--- src/rtl/io_chk_pkg.sv ---
// io_chk_pkg: shared FSM state type, error codes and clog2 helper for the protocol checker
package io_chk_pkg;
  typedef enum logic [2:0] {S_IDLE, S_IN, S_WAIT, S_OUT, S_ERR} state_t;
  localparam logic [2:0] E_NONE     = 3'd0;
  localparam logic [2:0] E_OVERLAP  = 3'd1;
  localparam logic [2:0] E_OUTNZ    = 3'd2;
  localparam logic [2:0] E_INLEN    = 3'd3;
  localparam logic [2:0] E_TIMEOUT  = 3'd4;
  localparam logic [2:0] E_DATA     = 3'd5;
  localparam logic [2:0] E_OUTLEN   = 3'd6;
  localparam logic [2:0] E_UNDER    = 3'd7;
  localparam logic [2:0] E_SPURIOUS = 3'd7;
  function automatic int clog2(input int v);
    int r;
    r = 0;
    for (int i = 0; i < 31; i++) if ((1 << i) < v) r = i + 1;
    return r;
  endfunction
endpackage

--- src/rtl/io_chk_fifo.sv ---
// io_chk_fifo: golden-word FIFO with first-word-fall-through read; i_push/i_wdata in, i_pop/o_rdata out, o_full/o_empty flags
module io_chk_fifo
  import io_chk_pkg::*;
#(
  parameter int DATA_W = 32,
  parameter int DEPTH  = 8
) (
  input  logic              clk,
  input  logic              rst,
  input  logic              i_push,
  input  logic [DATA_W-1:0] i_wdata,
  input  logic              i_pop,
  output logic              o_full,
  output logic              o_empty,
  output logic [DATA_W-1:0] o_rdata
);
  localparam int AW = DEPTH > 1 ? clog2(DEPTH) : 1;
  localparam int CW = clog2(DEPTH + 1);
  logic [DATA_W-1:0] r_mem [DEPTH];
  logic [AW-1:0] r_wp, r_rp;
  logic [CW-1:0] r_cnt;
  logic w_push, w_pop;
  assign o_full  = r_cnt == CW'(DEPTH);
  assign o_empty = r_cnt == '0;
  assign o_rdata = r_mem[r_rp];
  assign w_pop   = i_pop & ~o_empty;
  assign w_push  = i_push & (~o_full | w_pop);
  always_ff @(posedge clk)
    if (rst) begin
      r_wp  <= '0;
      r_rp  <= '0;
      r_cnt <= '0;
    end else begin
      if (w_push) r_wp <= r_wp == AW'(DEPTH - 1) ? '0 : r_wp + AW'(1);
      if (w_pop) r_rp <= r_rp == AW'(DEPTH - 1) ? '0 : r_rp + AW'(1);
      r_cnt <= r_cnt + CW'(w_push) - CW'(w_pop);
    end
  always_ff @(posedge clk)
    if (w_push) r_mem[r_wp] <= i_wdata;
endmodule

--- config.mk ---
export PLATFORM = sky130hd
export DESIGN_NAME = io_chk_fifo
export DESIGN_NICKNAME = d
export VERILOG_FILES = /design/src/rtl/io_chk_pkg.sv /design/src/rtl/io_chk_fifo.sv
export SDC_FILE = /design/constraint.sdc
export NUM_CORES = 1
export LEC_CHECK = 0
export CORE_ASPECT_RATIO = 0.7
export CORE_MARGIN = 10
export CORE_UTILIZATION = 53
export CTS_BUF_LIST = sky130_fd_sc_hd__clkbuf_4
export DETAILED_ROUTE_END_ITERATION = 12
export GPL_TIMING_DRIVEN = 1
export HOLD_SLACK_MARGIN = 0.03
export PLACE_DENSITY_LB_ADDON = 0.1
export SETUP_SLACK_MARGIN = 0.3
export SKIP_LAST_GASP = 1
export SLEW_MARGIN = 0
export SYNTH_ARGS = -nofsm -noshare
export SYNTH_HDL_FRONTEND = slang
export SYNTH_SLANG_ARGS = --single-unit
--- constraint.sdc ---
create_clock -name clk -period 7.3 [get_ports clk]
set_input_delay 1.095 -clock clk [delete_from_list [all_inputs] [get_ports clk]]
set_output_delay 1.095 -clock clk [all_outputs]
set_load 0.05 [all_outputs]
; Yosys cells after proc, flatten, opt, wreduce, memory -nomap -nowiden
; Memories as Yosys holds them, arrays and structs flattened. A register that Yosys moved wholly into a read port is not among the register bits.
; Cells that the tools add are included.
[word_totals]
ff_bits = 10
mem_bits_rw = 256
input_bits = 36
out_inout_bits = 34
wordCells = 23
mem_count = 1
[op_classes]
n_addsub = 4
eq_ne = 3
mux = 6
bitwise = 5
n_reduce_logical = 1
[mem_list]
columns = name, depth, word_bits, read_ports, rd_clocked_by_memory_dff, wr, line
row1 = r_mem, 8, 32, 1, 1, 1, io_chk_fifo.sv:19  ; logic [DATA_W-1:0] r_mem [DEPTH];
[ops]
columns = op, n
row1 = $mux 3, 4
row2 = $add 3x1->3 const B, 2
row3 = $eq 3x3->1 const B, 2
row4 = $add 4x1->4, 1
row5 = $eq 4x4->1 const B, 1
row6 = $logic_not 4->1, 1
row7 = $sub 4x1->4, 1
row8 = $and 1x1->1, 2
row9 = $mux 1, 2
row10 = $not 1->1, 2
row11 = $or 1x1->1, 1

; Longest topological paths before layout
; Gate-level depths: netlist of run 1.
[logic_depth]
word_depth = 7
depth_mapped = 11
mapped_depth_nobuf = 11

; Worst setup path after synthesis of run 1
; Ideal clock, no wire load.
[synth_path]
path_kind = input to register
from = in i_pop
to = mem r_mem[0][0] (enable)
setup_ps = 501
arrival_time_ps = 4596
required_ps = 6799
setup_slack_ps = 2203
path_stages = 3
n_path_buf = 0
cell_sequence = nor2b_1 -> nor2_1 -> nor4_1
[synth_via]
elab_chain_cells = 5
[synth_lines]
columns = item, line
row1 = start: declaration, io_chk_fifo.sv:12  ; input logic i_pop,
row2 = $and 1x1->1, io_chk_fifo.sv:26  ; assign w_pop = i_pop & ~o_empty;
row3 = $or 1x1->1, io_chk_fifo.sv:27  ; assign w_push = i_push & (~o_full | w_pop);
row4 = $and 1x1->1, io_chk_fifo.sv:27
row5 = $mux 1, io_chk_fifo.sv:39  ; if (w_push) r_mem[r_wp] <= i_wdata;
row6 = $mux 1 (implied by the code), io_chk_fifo.sv:39
row7 = end: declaration, io_chk_fifo.sv:19
; Every way passes these cells.

==> flow_summary.json, run 1 <==
{
  "slowest_stage": "dfxtp_4",
  "cts_resized": 0,
  "synth.top_cell.area_share_pct": 73.0,
  "grt_overflow_total": 0,
  "ys_async_sr_fraction_pct": 0,
  "ys_types": 34,
  "dieArea_sq_um": 26000,
  "synth_top_area_cell": "edfxtp_1",
  "p_int_w": 0.00286,
  "drive_above_1_share_pct": 28.1,
  "critPathTopFamily": "buffers and inverters",
  "dp_hpwl_um": 11000,
  "rsz0062_at_grt": "false",
  "cpPeakStageDelay_ns": 0.74,
  "tns_ns": 0,
  "worstPathCellList": "buf_4 -> mux4_1 -> mux2_2 -> clkdlybuf4s50_1",
  "slew_violations": 0,
  "dr_wl_met3_um": 1260,
  "cp_max_fo": 33,
  "fin_nets": 637,
  "status": "completed",
  "hold_class": "flop to flop",
  "arrival_ns": 3.64,
  "row_count": 43,
  "power.density_nw_per_um2": 332,
  "seqPwrFrac_pct": 46.4,
  "route.met2.wl_um": 9910,
  "routed_wl_um": 20100,
  "reg2reg_to": "r_mem[4][30]",
  "cp.depth": 4,
  "end_kind": "primary output",
  "fin_worst_skew_ns": 0.0362,
  "setup_viol": 0,
  "grt_pass1_vias": 5466,
  "synth_area_leaders": "edfxtp_1 (73%), mux4_1 (10%), mux4_2 (5.1%)",
  "syn_nets": 508,
  "tightest_slew_ns": 1.13,
  "hold_buffers": 0,
  "viasPerCell": 5.51,
  "synthToLayoutAreaGrowth_pct": 17.4,
  "ys_ff_latch": 269,
  "gp_congestion": 0.712,
  "syn_area_sq_um": 10500,
  "postCtsSetupRepairBufs": 0,
  "synth_edf_count": 256,
  "clock_sinks": 269,
  "clk_pin_slew_ns": 0.07,
  "ys_seq_area_share_pct": 75.5,
  "start_util_pct": 53.6,
  "max_freq_mhz": 211,
  "clockBufferDepth": 3,
  "syn_area_per_cell_sq_um": 22.8,
  "first_pass_iters": 4,
  "clk-insertion-delay-late_ns": 0.66,
  "critPathKind": "flop to primary output",
  "track_usage_pct": 15.9,
  "core_sq_um": 19600,
  "p_switching_w": 0.00123,
  "p_leak_nw": 4.04,
  "swShare_pct": 30.1,
  "vdd_drop_max_v": 0.000169,
  "top_layer": "met4",
  "wl_per_cell_um": 22.3,
  "drt-met1-wl_um": 8760,
  "ff2ff_path_depth": 6,
  "io-pin-count": 70,
  "grt_start_max_net_pins": 65,
  "drv_cap": 0,
  "die_w_um": 188,
  "worst-path-buf-inv": 2,
  "hold_viol": 0,
  "postSynthCellCount": 462,
  "vias": 4970,
  "r2r-start": "r_cnt[2]",
  "die_h_um": 138,
  "min_from": "r_rp[2]",
  "drtAntennaViolNets": 0,
  "clockPowerShare_pct": 28.9,
  "grt_first_pass_wirelength_um": 30800,
  "drc_errors": 0,
  "fin_crit_ns": 4.73,
  "place.port_buffers": 69,
  "ys.flop_type": "edfxtp_1",
  "cts_tree": "built",
  "crit_end": "o_rdata[24]",
  "r2r_slack_ns": 4.34,
  "critical_path_required_ns": 6.20,
  "htreeDepth": 3,
  "slew_headroom_pct": 24.5,
  "yosysWarnings": 0,
  "final_core_util_pct": 62.9,
  "first_iter_violations": 337,
  "startpoint_type": "flop",
  "comb_power_share_pct": 24.7,
  "cts_made_buffers": 66,
  "root_buffer": "clkbuf_4",
  "fin_crit_sh_pct": 64.8,
  "antenna_found_initial": 1
}
## state kept, by name (all words and copies together) (netlist names), named ones only
register and flops:
r_rp 3, r_mem 256, r_wp 3, r_cnt 4
## cells in the mapped netlist (2+ instances only)
library cell  count
nor3_1            6
nand2_1           5
buf_1             9
mux2_2           32
nor3b_1           3
nand3_1           6
or3b_2            2
edfxtp_1        256
nand2b_1          4
a21oi_1           6
dfxtp_1          13
nor2_1            4
buf_6             7
ha_1              9
mux4_2           24
o21ai_0           4
nor2b_1           3
nor4_1            2
mux4_1           40
inv_1            10
nand4_1           2
clkbuf_1          3
## logic make-up (layout without fill, tap and decap cells)
family	Yosys count	count (layout)	synth area share, %
AOI/OAI and AO/OA	15	15	0.856
DFF	269	269	75.5
and+or+nand+nor	40	40	2.14
xor gates and xnor gates	1	1	0.0832
adders and majority gates	10	10	1.26
buffers and inverters	31	200	1.63
other	0	1	0
muxes	96	96	18.5
## final cells by class
type                       instances  area (sq um)
antenna                            1          2.50
clock buffer                      88           661
clock inverter                    20           128
fill                            1421          7280
inverter                          10          37.5
multi-input combinational        162          2450
sequential                       269          7950
tap                              270           338
timing repair buffer              82           788
## tightest hold or removal path: stages (launching register included)
cell and delay [ns]:
dfxtp_1 0.31, o21ai_0 0.07, a21oi_1 0.09
## power groups by stage
stage	sequential (W)	combinational (W)	clock [W]
detailed placement	0.00194	0.00102	0
global placement	0.00193	0.00101	0
finish	0.00190	0.00101	0.00118
global route	0.00192	0.00108	0.00131
CTS	0.00191	0.00103	0.00123
floorplan	0.00189	0.000746	0
## metal layers
metal / GRT usage [%] / up-vias
met5: 0 / -
li1: - / 2269
met3: 5.38 / 20
met2: 25.6 / 134
met1: 19.9 / 2547
met4: 6.20 / 0
## stage by stage
step / total power (W) / cells / setup slack (ns) / instance area [sq um] / hold slack, ns
2_1_floorplan: 0.00263 / 462 / 2.20 / 10500 / 0.472
3_3_place_gp: 0.00295 / 793 / 3.15 / 11600 / 0.487
3_5_place_dp: 0.00296 / 793 / 3.16 / 11600 / 0.497
4_1_cts: 0.00416 / 901 / 2.43 / 12400 / 0.514
5_1_grt: 0.00430 / 902 / 2.30 / 12400 / 0.538
6_report: 0.00410 / 902 / 2.57 / 12400 / 0.515
## how the worst min path moves through the flow
stage,to,slack [ns],cells after the start
after global routing,flop,0.54,2
after global placement,flop,0.49,2
after detailed placement,flop,0.50,2
after CTS,flop,0.51,2
final,flop,0.52,2
after floorplan,flop,0.47,2
## cells in the final DEF (no fill, tap or decap), types with 3 or more instances in the layout
master / n
nand2b_1: 4
clkinv_1: 14
nor2_1: 4
nand2_1: 5
edfxtp_1: 256
clkdlybuf4s50_1: 69
a21oi_1: 6
nor2b_1: 3
o21ai_0: 4
nand3_1: 6
mux2_2: 32
ha_1: 9
nor3_2: 6
dfxtp_1: 10
buf_4: 13
mux4_2: 24
nor3b_1: 3
inv_1: 10
mux4_1: 40
inv_2: 4
clkbuf_4: 88
Note: power is estimated with default switching activity, not from simulation.
==> run 2, diff against run 1 <==
==> constraint.sdc (replaced) <==
create_clock -name clk -period 3.81 [get_ports clk]
set_input_delay 0.5715 -clock clk [delete_from_list [all_inputs] [get_ports clk]]
set_output_delay 0.5715 -clock clk [all_outputs]
set_load 0.05 [all_outputs]
==> flow_summary.json, run 2 (same netlist as run 1, synthesis figures left out) <==
{
  "reg2reg_to": "r_mem[5][20]",
  "slew_violations": 0,
  "root_buffer": "clkbuf_4",
  "clk_pin_slew_ns": 0.07,
  "cp_max_fo": 7,
  "grt_first_pass_wirelength_um": 31700,
  "largest_reg_flops": 256,
  "crit_start": "r_cnt[2]",
  "drive_above_1_share_pct": 30.0,
  "drv_cap": 0,
  "place.port_buffers": 69,
  "synthToLayoutAreaGrowth_pct": 18.8,
  "fin_worst_skew_ns": 0.0255,
  "io-pin-count": 70,
  "fin_nets": 646,
  "arrival_ns": 2.76,
  "track_usage_pct": 16.2,
  "dp_hpwl_um": 11500,
  "hold_class": "flop to flop",
  "mostFrequentLayoutCells": "edfxtp_1 (256), clkbuf_4 (90), mux4_1 (40), clkdlybuf4s50_1 (36), mux2_2 (32)",
  "slowest_stage": "clkdlybuf4s50_1",
  "fin_crit_sh_pct": 87.6,
  "hold_buffers": 0,
  "tns_ns": 0,
  "setup_viol": 0,
  "wl_per_cell_um": 22.8,
  "vdd_drop_max_v": 0.000387,
  "grt_start_max_net_pins": 45,
  "startpoint_type": "flop",
  "cp_common_cell": "inv_1",
  "place_inst": 800,
  "power.density_nw_per_um2": 619,
  "tightest_slew_ns": 0.737,
  "first_pass_iters": 4,
  "cts_tree": "built",
  "top_regs": "r_mem: 256 flops, r_cnt: 4 flops",
  "worstPathCellList": "inv_1 -> ha_1 -> or3b_2 -> inv_1 -> clkdlybuf4s50_1",
  "status": "completed",
  "cp.depth": 5,
  "ff2ff_path_depth": 6,
  "gp_congestion": 0.711,
  "p_leak_nw": 4.19,
  "clock_sinks": 269,
  "regMostFlops": "r_mem",
  "worst-path-buf-inv": 3,
  "core_sq_um": 19600,
  "hold_viol": 0,
  "grt_overflow_total": 0,
  "crit_end": "o_full",
  "final_area_sq_um": 12500,
  "row_count": 43,
  "critPathTopFamily": "buffers and inverters",
  "start_util_pct": 53.6,
  "max_freq_mhz": 300,
  "fin_cells": 911,
  "rsz0062_at_grt": "false",
  "cts_made_buffers": 60,
  "critPathKind": "flop to primary output",
  "routed_wl_um": 20700,
  "fin_hold_ws_ns": 0.525,
  "die_w_um": 188,
  "drtAntennaViolNets": 0,
  "place_ws_ns": 0.654,
  "slew_headroom_pct": 50.7,
  "end_kind": "primary output",
  "dpl_cell_area_sq_um": 11700,
  "htreeDepth": 2,
  "antenna_found_initial": 1,
  "grt_pass1_vias": 5486,
  "setup_ws_ns": 0.474,
  "critical_path_required_ns": 3.24,
  "die_h_um": 138,
  "viasPerCell": 5.61,
  "vias": 5111,
  "fin_crit_ns": 3.34,
  "clockBufferDepth": 3,
  "cpPeakStageDelay_ns": 0.84,
  "dieArea_sq_um": 26000,
  "first_iter_violations": 356,
  "drc_errors": 0,
  "clk-insertion-delay-late_ns": 0.69,
  "final_common_cell": "edfxtp_1",
  "r2r_slack_ns": 1.34,
  "r2r-start": "r_cnt[2]"
}
[run 2: cell types whose count changed in the layout (fill, tap and decap cells not counted), moves of 4 or more]
cell	before	now
clkdlybuf4s50_1	69	36
dlygate4sd2_1	0	30
buf_4	13	23
clkinv_1	14	8
buf_12	0	4
[run 2: area by class of cell]
class / count / area (sq um)
Antenna cell: 1 / 2.50
Clock buffer: 90 / 676
Clock inverter: 12 / 76.3
Fill cell: 1363 / 7130
Inverter: 10 / 37.5
Multi-Input combinational cell: 162 / 2480
Sequential cell: 269 / 7950
Tap cell: 270 / 338
Timing Repair Buffer: 97 / 941
[run 2: metrics by stage]
step	total power, W	utilization [%]
2_1_floorplan	0.00504	-
3_3_place_gp	0.00569	59.6
3_5_place_dp	0.00574	59.6
4_1_cts	0.00783	63.4
5_1_grt	0.00811	63.7
6_report	0.00774	63.7
[run 2: worst min-delay path: cells and delay by family (launching register included)]
family,cells,cell delay [ns]
DFF,1,0.32
AOI/OAI and AO/OA,2,0.16
[run 2: power breakdown]
group          leakage [nW]  switching (W)  internal, W
Clock                 0.449        0.00102      0.00114
Sequential             2.43       0.000106      0.00349
Combinational          1.31        0.00123     0.000747
Total                  4.19        0.00236      0.00537
[run 2: worst min-delay path by stage]
stage	from	to	cells past startpoint	slack [ns]
final	r_rp[1]	flop	2	0.52
after global routing	r_rp[1]	flop	2	0.53
after CTS	r_rp[1]	flop	2	0.51
after detailed placement	r_rp[1]	flop	2	0.50
after global placement	r_rp[1]	flop	2	0.47
after floorplan	r_rp[1]	flop	2	0.47
[run 2: per-layer routing]
| metal | GRT usage (%) | vias up | wire (um) |
|---|---|---|---|
| li1 | - | 2284 | - |
| met1 | 21.0 | 2657 | 9280 |
| met2 | 26.6 | 145 | 10100 |
| met3 | 4.30 | 25 | 1090 |
| met4 | 5.49 | 0 | 277 |
| met5 | 0 | - | 0 |
[run 2: what timing repair did]
action                     4_1_cts  5_1_grt
pin swaps                        0        0
setup endpoints to repair       32        4
resized for setup               30        3
buffers inserted                 1        7
